## src/rtl/cap_arb.sv

```systemverilog
// cap_arb: packet-granular arbiter that shares one capture-FIFO write port
// between the RX tap (source 0) and the TX tap (source 1). Each packet is
// prefixed with a header word {2'b10, src, 0..., seq}. The write port is locked
// to one source until that source's last word. Data words past MAX_WORDS are
// consumed and dropped.
module cap_arb #(
  parameter int MAX_WORDS = 384,
  parameter int SEQ_W     = 16
) (
  input  logic        clk,
  input  logic        reset,
  input  logic        enable,
  input  logic [1:0]  src_valid,
  input  logic [31:0] src_data0,
  input  logic [31:0] src_data1,
  input  logic [1:0]  src_last,
  output logic [1:0]  src_ready,
  input  logic        almost_full,
  output logic        fifo_wr,
  output logic [31:0] fifo_in,
  output logic        active_src,
  output logic        busy,
  output logic        pkt_done,
  output logic        trunc
);

  localparam int CNT_W = $clog2(MAX_WORDS + 1);
  localparam logic [CNT_W-1:0] CNT_LAST = CNT_W'(MAX_WORDS - 1);

  typedef enum logic [1:0] {IDLE, HDR, DATA, DROP} state_t;

  state_t            state;
  logic              rr;
  logic [SEQ_W-1:0]  seq;
  logic [CNT_W-1:0]  count;

  logic [1:0]        ready_s;
  logic              grant_s;
  logic              hs_s;
  logic              cur_last_s;
  logic [31:0]       cur_data_s;

  // Header word: marker bits, source ID, zero padding, then sequence number
  function automatic logic [31:0] make_hdr(input logic src, input logic [SEQ_W-1:0] s);
    logic [31:0] h;
    h = 32'd0;
    h[31:30] = 2'b10;
    h[29] = src;
    h[SEQ_W-1:0] = s;
    return h;
  endfunction

  // Per-source ready: only the locked source sees ready; DROP ignores backpressure
  always_comb begin
    ready_s = 2'b00;
    case (state)
      DATA:    ready_s[active_src] = !almost_full;
      DROP:    ready_s[active_src] = 1'b1;
      default: ready_s = 2'b00;
    endcase
  end

  // Grant choice, selected-source word mux and handshake detection
  always_comb begin
    if (src_valid == 2'b11) begin
      grant_s = rr;
    end else begin
      grant_s = src_valid[1];
    end
    if (active_src) begin
      cur_data_s = src_data1;
    end else begin
      cur_data_s = src_data0;
    end
    cur_last_s = src_last[active_src];
    hs_s = src_valid[active_src] & ready_s[active_src];
  end

  assign src_ready = ready_s;
  assign busy      = (state != IDLE);

  // Arbitration FSM with registered FIFO write, done and truncation pulses
  always_ff @(posedge clk) begin
    if (reset) begin
      state      <= IDLE;
      rr         <= 1'b0;
      seq        <= '0;
      count      <= '0;
      active_src <= 1'b0;
      fifo_wr    <= 1'b0;
      fifo_in    <= 32'd0;
      pkt_done   <= 1'b0;
      trunc      <= 1'b0;
    end else begin
      fifo_wr  <= 1'b0;
      pkt_done <= 1'b0;
      trunc    <= 1'b0;
      case (state)
        IDLE: begin
          if (enable && (src_valid != 2'b00)) begin
            active_src <= grant_s;
            rr         <= ~grant_s;
            state      <= HDR;
          end
        end
        HDR: begin
          if (!almost_full) begin
            fifo_wr <= 1'b1;
            fifo_in <= make_hdr(active_src, seq);
            seq     <= seq + SEQ_W'(1);
            count   <= '0;
            state   <= DATA;
          end
        end
        DATA: begin
          if (hs_s) begin
            fifo_wr <= 1'b1;
            fifo_in <= cur_data_s;
            count   <= count + CNT_W'(1);
            if (cur_last_s) begin
              pkt_done <= 1'b1;
              state    <= IDLE;
            end else if (count == CNT_LAST) begin
              // The MAX_WORDS-th word is written; the rest of the packet is drained
              trunc <= 1'b1;
              state <= DROP;
            end
          end
        end
        DROP: begin
          if (hs_s && cur_last_s) begin
            pkt_done <= 1'b1;
            state    <= IDLE;
          end
        end
        default: state <= IDLE;
      endcase
    end
  end

endmodule

```

## config.mk

```make
export PLATFORM = sky130hd
export DESIGN_NAME = cap_arb
export DESIGN_NICKNAME = d
export VERILOG_FILES = /design/src/rtl/cap_arb.sv
export SDC_FILE = /design/constraint.sdc
export NUM_CORES = 1
export LEC_CHECK = 0
export BUFFER_PORTS_ARGS = -buffer_cell sky130_fd_sc_hd__buf_2
export CAP_MARGIN = 20
export CORE_ASPECT_RATIO = 0.5
export CORE_MARGIN = 5
export CORE_UTILIZATION = 53
export DETAILED_ROUTE_END_ITERATION = 10
export HOLD_SLACK_MARGIN = 0.12
export PLACE_DENSITY = 0.83
export SLEW_MARGIN = 20
export SYNTH_ARGS = -nofsm -noshare
export SYNTH_HDL_FRONTEND = slang
export SYNTH_SLANG_ARGS = --single-unit
```

## constraint.sdc

```tcl
create_clock -name clk -period 4.35 [get_ports clk]
set_clock_uncertainty 0.2 [all_clocks]
set_input_delay 0.435 -clock clk [delete_from_list [all_inputs] [get_ports clk]]
set_output_delay 0.435 -clock clk [all_outputs]
set_load 0.03 [all_outputs]
```

# After elaboration in Yosys (flattened, before gate mapping)
# Cells that the tools add are included.
# word_totals
elab_cells,74
input_bits,72
output_inout_bits,39
regBits,64
# classes
n_eq_ne,10
bitwise,6
n_mux,32
add_sub_neg,2
n_reduce_logical,13
magnitude_cmp,2
# ops
operator,n
$mux 32,3
$pmux 32 s2,1
$mux 9,2
$pmux 9 s2,1
$add 16x1->16 const B,1
$mux 1,14
$mux 2,6
$add 9x1->9 const B,1
$eq 9x9->1 const B,1
$ne 2x2->1 const B,4
$pmux 2 s4,1
$eq 2x2->1 const B,3
$reduce_bool 2->1,3
$reduce_and 5->1,1
$not 1->1,4
$pmux 1 s2,2
$pmux 2 s2,1
$reduce_and 2->1,2
$reduce_or 4->1,1
$logic_and 1x1->1,3
$ne 3x3->1 const B,1
$reduce_and 3->1,1
$and 2x2->2,1
$eq 2x1->1 const B,1
6 further kinds,6

# Depth between registers and ports, before layout
# logic_depth
word_depth,12
ltp_mapped,9
mapped_depth_nobuf,6

# Worst setup path after synthesis
# No wires, ideal clock.
# synth_path
path_type,register to output
from,register active_src
to,output port src_ready[1]
n_path_buf,2
required_time_ns,3.715
arrival_ns,1.485
path_stages_with_launch,4
setup_slack_ns,2.230
path_cell_list,dfxtp_1 buf_4 buf_2 nor2b_1
# synth_via
elab_chain_cells,6
word_cells_on_any_way,7
classes_between,order compare (2); mux (3); bitwise (1); reduce/logical (1)
# synth_rtl
item,line_no,source
start: declaration,21,"output logic active_src,"
start signal: assignment,101,active_src <= grant_s;
$lt 1x2->1 (implied by the code) or $ge 1x1->1 (tied branches),"57, 58",
$logic_and 1x1->1 (implied by the code),"57, 58",
$mux 1 (implied by the code),"57, 58",
$demux 1 s1 (*),"57, 58",
$and 2x2->2 (no line),-,
$pmux 2 s2 (*),56,case (state)
end: declaration,17,"output logic [1:0] src_ready,"
# Every way passes the cells marked *; elsewhere a longest branch is shown, timed or not.

# Worst setup path after layout
# layout_path
from,register state[0]
to,output port src_ready[1]
# layout_via
elab_chain_cells,2
word_cells_on_any_way,3
classes_between,eq/ne (2); mux (1)
# layout_rtl
item,line_no,source
start: declaration,32,state_t state;
start signal: assignment,85,state <= IDLE;
start signal: assignment,103,state <= HDR;
start signal: assignment,112,state <= DATA;
$eq 2x2->1,56,
$pmux 2 s2 (*),56,
# Marks and branches as above.

==> impl_metrics.py <==
metrics = {
    "status": {
        "status": "finished clean",
    },
    "die": {
        "die_h_um": 66.8,
        "die_area_um2": 8270,
        "fp.dieW_um": 124,
        "io_pins": 111,
        "start_util": 0.554,
        "rows": 20,
        "core-area_um2": 6180,
    },
    "setup_path": {
        "reg2reg_depth": 7,
        "startpoint": "state[0]$_SDFFE_PP0P_",
        "crit_slowest_cell": "buf_4",
        "crit_type": "reg2out",
        "timing.rr.end": "fifo_in[31]$_SDFFE_PP0P_",
        "endpoint": "src_ready[1]",
        "r2r_start": "state[1]$_SDFFE_PP0P_",
        "cp_slowest_stage_delay_ns": 0.44,
        "worstSetupStartpointType": "flip-flop",
        "endpoint_kind": "output pin",
        "path_cells": "inv_1 > ha_2 > buf_4 > a21oi_1 > nor2b_1 > buf_2",
        "cp_max_fo": 51,
        "critPathRequiredTime_ns": 3.71,
        "arrival_ns": 1.98,
        "rrSetupSlack_ns": 1.74,
    },
    "logic_synthesis": {
        "synth_nets": 483,
        "synthTopCellsByArea": "dfxtp_1 (37%), nand3_1 (7.7%), a21oi_1 (7.2%)",
        "yosysTopAreaCell": "dfxtp_1",
        "seq_area_frac_synth": 0.374,
        "ys_ff_latch": 64,
        "synthCells": 405,
        "synthMostInstantiatedCell": "dfxtp_1",
        "syn_area_per_cell_um2": 8.46,
        "synth_edf_count": 0,
        "yosys_warnings": 0,
        "yosysTopAreaCellShare": 0.374,
        "synth-main-ff-cell": "dfxtp_1",
        "async_flop_share": 0,
        "synthTopCellsByCount": "dfxtp_1 (64), nand3_1 (53), a21oi_1 (49)",
        "syn-cell-area_um2": 3420,
        "yosysUniqueCellTypes": 49,
    },
    "timing": {
        "timing.fmax_ghz": 0.382,
        "setup_viol": 0,
        "post-route-period-util": 0.601,
        "period_minus_slack_ns": 2.62,
        "hold_violations": 0,
        "rsz0062_at_grt": "no",
        "fin_tns_setup_ns": 0,
        "tightestPinTransition_ns": 1.06,
        "slew-limit-headroom": 0.293,
        "drv_slew": 0,
    },
    "cells_and_area": {
        "diodes": 0,
        "finish.utilization": 0.701,
        "num-nets-final": 577,
        "syn2layout_area_growth_pct": 26.6,
        "nFillCells": 482,
        "multi_input_area_um2": 1960,
        "seq_area_um2": 1280,
        "drive_gt1_frac": 0.308,
    },
    "global_route": {
        "grt_start_max_net_pins": 52,
        "grt_pass1_vias": 3272,
        "grt_pass1_wl_mm": 14.7,
        "grt_overflow": 0,
        "antenna_found_initial": 0,
        "grt_use_total": 0.226,
    },
    "route": {
        "firstDrtPassIters": 4,
        "wl_per_cell_um": 15.5,
        "vias_per_cell": 5.73,
        "drt_iter0_markers": 276,
        "totalWireLength_mm": 9.20,
        "final_antenna_net_count": 0,
        "drc": 0,
        "vias": 3392,
    },
    "power_and_ir_drop": {
        "ir_drop_v": 0.000253,
        "power.switching_uw": 595,
        "combinationalPowerShare": 0.255,
        "swShare": 0.306,
        "p_leak_uw": 0.00172,
        "intPower_uw": 1350,
        "power.density_nw_per_um2": 448,
        "p_seq_frac": 0.327,
        "pwr-share-clk": 0.418,
    },
    "clock_network": {
        "cts_inserted_buffers": 9,
        "clock-sinks": 64,
        "htree_levels": 3,
        "post_cts_resize_count": 0,
        "insertion_delay_ns": 0.32,
        "cts_tree": "built",
        "cts_setup_buffers": 0,
        "clkTransAtPathRegs_ns": 0.05,
        "clockBufferDepth": 2,
        "cts_root_buf": "clkbuf_16",
        "postCtsHoldBufs": 0,
    },
    "placed_design": {
        "routabilityCongestion": 0.776,
        "port_buffers": 110,
        "hpwl_mm": 6.21,
    },
    "flow_run": {
        "max_cap_violations": 0,
    },
    "min_path": {
        "hp-class": "in2reg",
    },
}
==> cell usage in the layout, fill, tap and decap left out, types with 6 or more instances in the layout <==
cell type  synthesis  routed
clkbuf_16          0       9
nand2_1           26      26
inv_1             10      10
a21oi_1           49      49
mux2i_1           20      20
nand3_1           53      53
nor2_1            19      19
mux2_2            18      18
xnor2_1            7       7
buf_2             14     110
or3_1             11      11
dfxtp_1           64      63
o221ai_1          12      12
o21ai_0            8       8
o2111ai_1          6       6
==> critical path, delay by kind of cell (launching register included) <==
kind	cells	cell delay, ns
compound gates	1	0.22
fa+ha+maj	1	0.18
buf+inv	3	0.77
flops	1	0.33
simple gates	1	0.15
==> flip-flops by register name, indices dropped and copies added (netlist names), 2 cells and up <==
signal / count
count: 9
seq: 16
state: 2
fifo_in: 32
==> metal layers <==
| layer | wire [um] | GRT usage | vias up |
|---|---|---|---|
| li1 | - | - | 1675 |
| met1 | 3800 | 0.263 | 1595 |
| met2 | 4670 | 0.393 | 108 |
| met3 | 593 | 0.0611 | 14 |
| met4 | 140 | 0.0924 | 0 |
| met5 | 0 | 0 | - |
==> worst min-delay path by stage <==
stage	to	start	slack, ns	cells after the start
global placement	fifo_in[23]$_SDFFE_PP0P_	fifo_in[23]$_SDFFE_PP0P_	0.25	2
finish	active_src$_SDFFE_PP0P_	enable	0.24	3
detailed placement	fifo_in[22]$_SDFFE_PP0P_	fifo_in[22]$_SDFFE_PP0P_	0.25	2
global route	active_src$_SDFFE_PP0P_	enable	0.24	3
CTS	active_src$_SDFFE_PP0P_	enable	0.22	3
floorplan	count[8]$_SDFFE_PP0P_	count[8]$_SDFFE_PP0P_	0.24	2
==> through the flow <==
| step | instances | power [uW] | setup WS [ns] | hold WS (ns) | instance area [um2] |
|---|---|---|---|---|---|
| 6_report | 592 | 1940 | 1.73 | 0.237 | 4330 |
| 4_1_cts | 592 | 1960 | 1.72 | 0.220 | 4330 |
| 2_1_floorplan | 405 | 1010 | 2.23 | 0.242 | 3420 |
| 3_5_place_dp | 576 | 1130 | 1.82 | 0.252 | 4000 |
| 5_1_grt | 592 | 2040 | 1.52 | 0.244 | 4330 |
| 3_3_place_gp | 576 | 1130 | 1.90 | 0.247 | 4000 |
==> cell type report <==
type,count,area share
clock buffer,10,0.0528
clock inverter,6,0.0248
inverter,10,0.00866
multi-input combinational,298,0.452
sequential,64,0.296
tap,88,0.0254
timing repair buffer,116,0.140
==> power groups by stage <==
stage,logic [uW],registers (uW),clock network (uW)
3_5_place_dp,488,647,0
6_report,496,636,812
5_1_grt,545,639,856
2_1_floorplan,337,671,0
4_1_cts,493,635,828
3_3_place_gp,480,647,0
==> logic make-up (layout without fill, tap and decap cells) <==
| logic type | Yosys count | after routing | share of synthesized area |
|---|---|---|---|
| simple gates | 148 | 148 | 0.226 |
| flops | 64 | 64 | 0.374 |
| xor+xnor | 10 | 10 | 0.0256 |
| buf+inv | 43 | 142 | 0.0566 |
| mux | 39 | 39 | 0.121 |
| fa+ha+maj | 6 | 6 | 0.0219 |
| compound gates | 95 | 95 | 0.175 |
(Power assumes the default switching activity.)
